[config.mk]
export PLATFORM = sky130hd
export DESIGN_NAME = msrv32_trap_arbiter
export DESIGN_NICKNAME = d
export VERILOG_FILES = /design/src/rtl/msrv32_trap_arbiter.sv
export SDC_FILE = /design/constraint.sdc
export NUM_CORES = 1
export LEC_CHECK = 0
export CAP_MARGIN = 20
export CORE_ASPECT_RATIO = 0.75
export CORE_UTILIZATION = 40
export DETAILED_ROUTE_END_ITERATION = 8
export PLACE_DENSITY = 0.8
export SKIP_LAST_GASP = 1
export SLEW_MARGIN = 25
export SYNTH_ARGS = -nofsm -noshare
export SYNTH_HDL_FRONTEND = slang
export SYNTH_SLANG_ARGS = --single-unit
export TNS_END_PERCENT = 30
[constraint.sdc]
create_clock -name clk_in -period 2.5 [get_ports clk_in]
set_clock_uncertainty 0.1 [all_clocks]
set_input_delay 0.75 -clock clk_in [delete_from_list [all_inputs] [get_ports clk_in]]
set_output_delay 0.75 -clock clk_in [all_outputs]
set_load 0.02 [all_outputs]
[src/rtl/msrv32_trap_arbiter.sv]
`default_nettype none
// ============================================================================
// msrv32_trap_arbiter
// Machine-mode trap arbiter: prioritises exceptions and interrupts, and
// sequences MRET, WFI sleep/wake and trap entry.
// Revision: 1.0
// ============================================================================
module msrv32_trap_arbiter #(
  parameter int NUM_LOCAL_IRQ = 4,
  parameter int CAUSE_W       = 5
) (
  input  logic                     clk_in,
  input  logic                     reset_n_in,
  input  logic                     stall_in,
  input  logic                     illegal_instr_in,
  input  logic                     misaligned_instr_in,
  input  logic                     misaligned_load_in,
  input  logic                     misaligned_store_in,
  input  logic                     ecall_in,
  input  logic                     ebreak_in,
  input  logic                     mret_in,
  input  logic                     wfi_in,
  input  logic                     mie_in,
  input  logic                     meie_in,
  input  logic                     mtie_in,
  input  logic                     msie_in,
  input  logic                     e_irq_in,
  input  logic                     t_irq_in,
  input  logic                     s_irq_in,
  input  logic [NUM_LOCAL_IRQ-1:0] local_irq_in,
  input  logic [NUM_LOCAL_IRQ-1:0] local_irq_en_in,
  output logic [1:0]               pc_src_out,
  output logic                     flush_out,
  output logic                     trap_taken_out,
  output logic                     i_or_e_out,
  output logic                     set_cause_out,
  output logic [CAUSE_W-1:0]       cause_out,
  output logic                     set_epc_out,
  output logic                     instret_inc_out,
  output logic                     mie_clear_out,
  output logic                     mie_set_out,
  output logic                     misaligned_exception_out,
  output logic                     sleep_out
);

  typedef enum logic [1:0] {
    S_NORMAL = 2'd0,
    S_TRAP   = 2'd1,
    S_RETURN = 2'd2,
    S_SLEEP  = 2'd3
  } state_t;

  localparam logic [1:0] c_pc_boot = 2'b00;
  localparam logic [1:0] c_pc_mepc = 2'b01;
  localparam logic [1:0] c_pc_trap = 2'b10;
  localparam logic [1:0] c_pc_next = 2'b11;

  state_t                   r_state;
  logic                     w_exc;
  logic                     w_exc_misaligned;
  logic [CAUSE_W-1:0]       w_exc_code;
  logic [CAUSE_W-1:0]       w_irq_code;
  logic [NUM_LOCAL_IRQ-1:0] w_local_act;
  logic                     w_irq_pend;
  logic                     w_normal_go;
  logic                     w_take_exc;
  logic                     w_take_irq;

  assign w_local_act = local_irq_in & local_irq_en_in;
  assign w_irq_pend  = (e_irq_in & meie_in) | (s_irq_in & msie_in) |
                       (t_irq_in & mtie_in) | (|w_local_act);
  assign w_exc       = misaligned_instr_in | illegal_instr_in | ebreak_in |
                       ecall_in | misaligned_load_in | misaligned_store_in;

  always_comb begin
    w_exc_code = '0;
    if (misaligned_instr_in)      w_exc_code = CAUSE_W'(0);
    else if (illegal_instr_in)    w_exc_code = CAUSE_W'(2);
    else if (ebreak_in)           w_exc_code = CAUSE_W'(3);
    else if (ecall_in)            w_exc_code = CAUSE_W'(11);
    else if (misaligned_load_in)  w_exc_code = CAUSE_W'(4);
    else if (misaligned_store_in) w_exc_code = CAUSE_W'(6);
    w_exc_misaligned = misaligned_instr_in |
                       (~illegal_instr_in & ~ebreak_in & ~ecall_in &
                        (misaligned_load_in | misaligned_store_in));
  end

  // Later assignments override earlier ones, so lowest priority goes first.
  always_comb begin
    w_irq_code = '0;
    for (int i = NUM_LOCAL_IRQ - 1; i >= 0; i--) begin
      if (w_local_act[i]) w_irq_code = CAUSE_W'(16 + i);
    end
    if (t_irq_in & mtie_in) w_irq_code = CAUSE_W'(7);
    if (s_irq_in & msie_in) w_irq_code = CAUSE_W'(3);
    if (e_irq_in & meie_in) w_irq_code = CAUSE_W'(11);
  end

  // A sleeping core ignores exceptions and stall; only interrupts wake it.
  assign w_normal_go = (r_state == S_NORMAL) & ~stall_in;
  assign w_take_exc  = w_normal_go & w_exc;
  assign w_take_irq  = w_irq_pend & mie_in &
                       ((w_normal_go & ~w_exc) | (r_state == S_SLEEP));

  always_ff @(posedge clk_in or negedge reset_n_in) begin
    if (!reset_n_in) begin
      r_state                  <= S_NORMAL;
      pc_src_out               <= c_pc_boot;
      flush_out                <= 1'b0;
      trap_taken_out           <= 1'b0;
      i_or_e_out               <= 1'b0;
      set_cause_out            <= 1'b0;
      cause_out                <= '0;
      set_epc_out              <= 1'b0;
      instret_inc_out          <= 1'b0;
      mie_clear_out            <= 1'b0;
      mie_set_out              <= 1'b0;
      misaligned_exception_out <= 1'b0;
      sleep_out                <= 1'b0;
    end else begin
      flush_out                <= 1'b0;
      trap_taken_out           <= 1'b0;
      set_cause_out            <= 1'b0;
      set_epc_out              <= 1'b0;
      instret_inc_out          <= 1'b0;
      mie_clear_out            <= 1'b0;
      mie_set_out              <= 1'b0;
      misaligned_exception_out <= 1'b0;
      sleep_out                <= 1'b0;

      if (w_take_exc | w_take_irq) begin
        flush_out                <= 1'b1;
        trap_taken_out           <= 1'b1;
        set_cause_out            <= 1'b1;
        set_epc_out              <= 1'b1;
        mie_clear_out            <= 1'b1;
        i_or_e_out               <= w_take_irq;
        cause_out                <= w_take_exc ? w_exc_code : w_irq_code;
        misaligned_exception_out <= w_take_exc & w_exc_misaligned;
        pc_src_out               <= c_pc_trap;
        r_state                  <= S_TRAP;
      end else begin
        case (r_state)
          S_NORMAL: begin
            if (!stall_in) begin
              pc_src_out      <= c_pc_next;
              instret_inc_out <= 1'b1;
              if (mret_in) begin
                flush_out   <= 1'b1;
                mie_set_out <= 1'b1;
                pc_src_out  <= c_pc_mepc;
                r_state     <= S_RETURN;
              end else if (wfi_in && !w_irq_pend) begin
                sleep_out <= 1'b1;
                r_state   <= S_SLEEP;
              end
            end
          end
          S_SLEEP: begin
            pc_src_out <= c_pc_next;
            if (w_irq_pend) begin
              r_state <= S_NORMAL;
            end else begin
              sleep_out <= 1'b1;
            end
          end
          default: begin
            pc_src_out <= c_pc_next;
            r_state    <= S_NORMAL;
          end
        endcase
      end
    end
  end

endmodule
`default_nettype wire

# --- Word-level counts from Yosys, hierarchy flattened ---
# Cells that the tools add are included.
# Widths: inputs -> output; s select.
word_totals:
  register_bits: 16
  inputBits: 26
  out_inout_bits: 17
  wordCells: 89
op_classes:
  eq_ne: 4
  mux: 40
  bitwise: 30
  reduce_logical: 5
ops:
  columns: ["op", "n"]
  rows:
  - ["$mux 5", 9]
  - ["$mux 2", 9]
  - ["$mux 1", 15]
  - ["$and 1x1->1", 12]
  - ["$mux 4", 3]
  - ["$or 1x1->1", 12]
  - ["$mux 3", 2]
  - ["$ne 3x2->1 const B", 2]
  - ["$not 1->1", 5]
  - ["$and 4x4->4", 1]
  - ["$ne 4x2->1 const B", 1]
  - ["$pmux 2 s2", 1]
  - ["$reduce_or 4->1", 1]
  - ["$reduce_and 3->1", 1]
  - ["$eq 2x2->1 const B", 1]
  - ["$logic_not 2->1", 1]
  - ["$pmux 1 s2", 1]
  - ["$logic_and 1x1->1", 1]
  - ["$logic_not 1->1", 1]

# --- Depth between registers and ports, before layout ---
logic_depth:
  depth_word: 12
  depth_mapped: 9
  depth_no_buf: 8

# --- Worst setup path after synthesis ---
# OpenSTA, ideal clock, no wires.
synth_path:
  kind: "input -> register"
  start: "in misaligned_instr_in"
  end: "reg cause_out[0]"
  setup_time_ns: 0.125
  t_arrival_ns: 2.034
  required_time_ns: 2.275
  slack_ns: 0.241
  cell_stages: 7
  path_buffers: 1
  path_cell_list: "nor4_2 a41o_2 and2_4 buf_6 nor2_8 inv_4 mux2_4"
synth_via:
  elab_chain_len: 10
  word_cells_on_any_way: 13
  classes_between: "mux (2); bitwise (11)"
synth_rtl:
  columns: ["item", "line", "rtl"]
  rows:
  - ["start: declaration", "16", "input logic misaligned_instr_in,"]
  - ["$or 1x1->1 (3 in a row)", "72", "assign w_exc = misaligned_instr_in | illegal_instr_in | ebreak_in |"]
  - ["$or 1x1->1 (2 in a row)", "73", "ecall_in | misaligned_load_in | misaligned_store_in;"]
  - ["$not 1->1", "103", "((w_normal_go & ~w_exc) | (r_state == S_SLEEP));"]
  - ["$and 1x1->1", "103", null]
  - ["$or 1x1->1", "103", null]
  - ["$and 1x1->1", "102", "assign w_take_irq = w_irq_pend & mie_in &"]
  - ["$or 1x1->1", "131", "if (w_take_exc | w_take_irq) begin"]
  - ["end signal: assignment", "138", "cause_out <= w_take_exc ? w_exc_code : w_irq_code;"]
  - ["end: declaration", "37", "output logic [CAUSE_W-1:0] cause_out,"]
# Several ways; a longest one is shown, not always the timed one.
# A chain may end at the register's enable or synchronous reset.

# --- Worst setup path in the final report ---
layout_path:
  start: "in stall_in"
  end: "reg cause_out[2]"
layout_via:
  elab_chain_len: 6
  word_cells_on_any_way: 8
  classes_between: "mux (1); bitwise (7)"
layout_rtl:
  columns: ["item", "line", "rtl"]
  rows:
  - ["start: declaration", "14", "input logic stall_in,"]
  - ["$not 1->1 *", "100", "assign w_normal_go = (r_state == S_NORMAL) & ~stall_in;"]
  - ["$and 1x1->1 *", "100", null]
  - ["$and 1x1->1", "103", null]
  - ["$or 1x1->1", "103", null]
  - ["$and 1x1->1", "102", null]
  - ["$or 1x1->1", "131", null]
# Mark *: on every way between the ends. The rest lies on a longest branch, timed or not.

==> run_results.csv <==
group,metric,value,unit
detailed_routing,wl_met3,163,µm
placed_design,hpwl,2140,µm
sta,tightest_slew,0.603,ns
cells_and_area,seq_area,400,µm²
yosys,synth_edf_count,0,
clock_tree,clock_latency,0.30,ns
yosys,synth_most_common_cell,"dfrtp_1",
floorplan,core_area,2080,µm²
detailed_routing,ant_nets,0,
clock_tree,path_clk_slew,0.10,ns
pwr,switching_share,37.7,%
detailed_routing,viasPerCell,5.37,
clock_tree,tritoncts,"done",
clock_tree,cts_resized,0,
yosys,synth-main-ff-cell,"dfrtp_1",
setup_path,r2r_slack,0.36,ns
clock_tree,cts_max_level,1,
setup_path,reg2reg_from,"r_state[0]",
sta,hold_viol,0,
cells_and_area,fin_nets,194,
pwr,power,1320,µW
setup_path,critPathRequiredTime,2.60,ns
detailed_routing,wl_per_cell,13.8,µm
floorplan,die-area,2510,µm²
pwr,power_density,831,nW/µm²
yosys,syn_avg_cell_area,9.64,µm²
grt,grt_pass1_vias,999,
worst_hold_path,hold_class,"register to register",
detailed_routing,wl,2610,µm
placed_design,io_buffers,42,
placed_design,gp_congestion,0.899,
pwr,pwr-share-seq,30.3,%
sta,fin_crit,2.34,ns
pwr,comb_power_share,56.1,%
clock_tree,hold_buffers,0,
cells_and_area,multiInputGateArea,467,µm²
floorplan,die_w,57.6,µm
yosys,syn_nets,124,
yosys,synth-seq-cells,16,
outcome,status,"finished, violations left",
setup_path,crit_fanout,4,
sta,slew_headroom,59.8,%
sta,timing.fmax,427,MHz
yosys,ys_types,41,
yosys,ys_warn_count,0,
yosys,syn_inst,96,
setup_path,critPathLaunch,"stall_in",
grt,grt_pass1_wl,4230,µm
floorplan,die_h,43.7,µm
cells_and_area,diodes,0,
detailed_routing,dr_wl_met2,1270,µm
yosys,synth.top_cells.by_count,"dfrtp_1, nand2_1, nor2_1, a21oi_1, inv_1",
yosys,synthTopCellsByArea,"dfrtp_1, nand2_1, a21oi_1, nor2_1, ha_1",
clock_tree,cts_sinks,16,
clock_tree,post_cts_buffers,0,
yosys,synthArstFlopShare,100,%
yosys,yosysTopAreaCellShare,43.2,%
floorplan,initial_core_util,44.4,%
sta,setup_viol,0,
cells_and_area,drive_gt1_share,26.7,%
floorplan,pin_count,43,
grt,grt_max_degree,17,
pwr,clkPwrFrac,13.5,%
detailed_routing,dr.pass1.iters,6,
detailed_routing,via_count,1014,
setup_path,cp-end-kind,"register",
clock_tree,clk_path_buf_depth,2,
setup_path,critPathKind,"primary input to register",
setup_path,arrival,2.44,ns
grt,grt_antenna_before_repair,0,
cells_and_area,area_growth_syn_to_layout,70.8,%
detailed_routing,drt-met1-wl,1120,µm
yosys,seq_area_frac_synth,43.2,%
pwr,power_switching,496,µW
yosys,synth_top_area_cell,"dfrtp_1",
clock_tree,cts_buffers,3,
outcome,failed_checks,"DRC",
worst_hold_path,hp-start,"pc_src_out[1]",
detailed_routing,drt_iter0_drc,30,
pwr,p_int,819,µW
sta,fin_crit_sh,93.6,%
cells_and_area,utilization,75.9,%
grt,track_usage,23.1,%
detailed_routing,drc_errors,4,
floorplan,rows,14,
yosys,netlist_area,926,µm²
grt,grt-ovfl-total,0,
pwr,ir_drop,0.398,mV
sta,rsz0062_at_grt,"no",
sta,report.final.slew_viol_count,0,
detailed_routing,top_layer_used,"met4",
setup_path,startpoint_type,"primary input",
cells_and_area,fill_cells,157,
pwr,p_leak,0.000723,µW
run,max_cap_violations,0,
clock_tree,root_buffer,"clkbuf_4",
state kept, by name, indices dropped and copies added, names as in the netlist:
signal / cells
cause_out: 5
flush_out: 1
i_or_e_out: 1
instret_inc_out: 1
mie_clear_out: 1
mie_set_out: 1
misaligned_exception_out: 1
pc_src_out: 2
r_state: 2
sleep_out: 1
worst paths after layout:
path | depth (start not counted) | end
setup / recovery | 7 | cause_out[2]
hold / removal | 2 | pc_src_out[1]
setup reg to reg | 7 | cause_out[2]
hold reg to reg | 2 | pc_src_out[1]
max in group asynchronous | 2 | pc_src_out[0]
min in group asynchronous | 2 | pc_src_out[1]
final cells by class:
type,count,area share [%]
repair buffers,69,39.4
clock buffers,4,2.29
multi-input cells,70,29.5
inverters,6,1.58
flip-flops and latches,16,25.3
well taps,24,1.90
critical path, stage by stage:
cell and delay [ns]:
clkdlybuf4s50_1 0.46, inv_1 0.10, nand2_1 0.10, a21oi_1 0.50, buf_4 0.23, a31oi_1 0.04, a211oi_1 0.26
per-layer routing:
| metal | track usage [%] | vias to the layer above |
|---|---|---|
| met1 | 27.3 | 467 |
| met4 | 11.2 | 0 |
| met2 | 40.7 | 44 |
| li1 | - | 496 |
| met5 | 0 | - |
| met3 | 4.48 | 7 |
cell usage in the layout, fill, tap and decap left out, types with 2 or more instances in the layout:
master / n
ha_1: 2
a22oi_1: 3
nor3_1: 2
buf_4: 27
nor2_1: 7
a211oi_1: 3
nor4_1: 2
nand3_1: 2
a21oi_1: 6
nand2_1: 13
dfrtp_1: 16
clkbuf_4: 3
o21ai_0: 2
a31oi_1: 3
inv_1: 5
clkdlybuf4s50_1: 42
logic make-up after synthesis:
| logic type | synth area share, % |
|---|---|
| AND/OR/NAND/NOR | 23.7 |
| buffers and inverters | 6.35 |
| adder cells (fa/ha/maj) | 2.70 |
| multiplexers | 3.92 |
| flip-flops | 43.2 |
| AO/OA/AOI/OAI | 20.1 |
power groups by stage:
stage	sequential [µW]	combinational, µW	clock (µW)
after floorplan	485	296	0
after global placement	399	720	0
after detailed placement	404	737	0
after CTS	400	741	183
after global routing	414	795	194
final	399	738	178
per-stage QoR:
stage               setup WS [ns]  hold slack (ns)  area (µm²)  std cells  setup TNS [ns]
CTS                         0.161            0.421        1580        189               0
finish                      0.161            0.419        1580        189               0
global route               0.0581            0.453        1580        189               0
detailed placement         -0.167            0.396        1550        185          -0.833
global placement           -0.103            0.360        1550        185          -0.434
floorplan                   0.241            0.354         926         96               0
(Power assumes the default switching activity.)
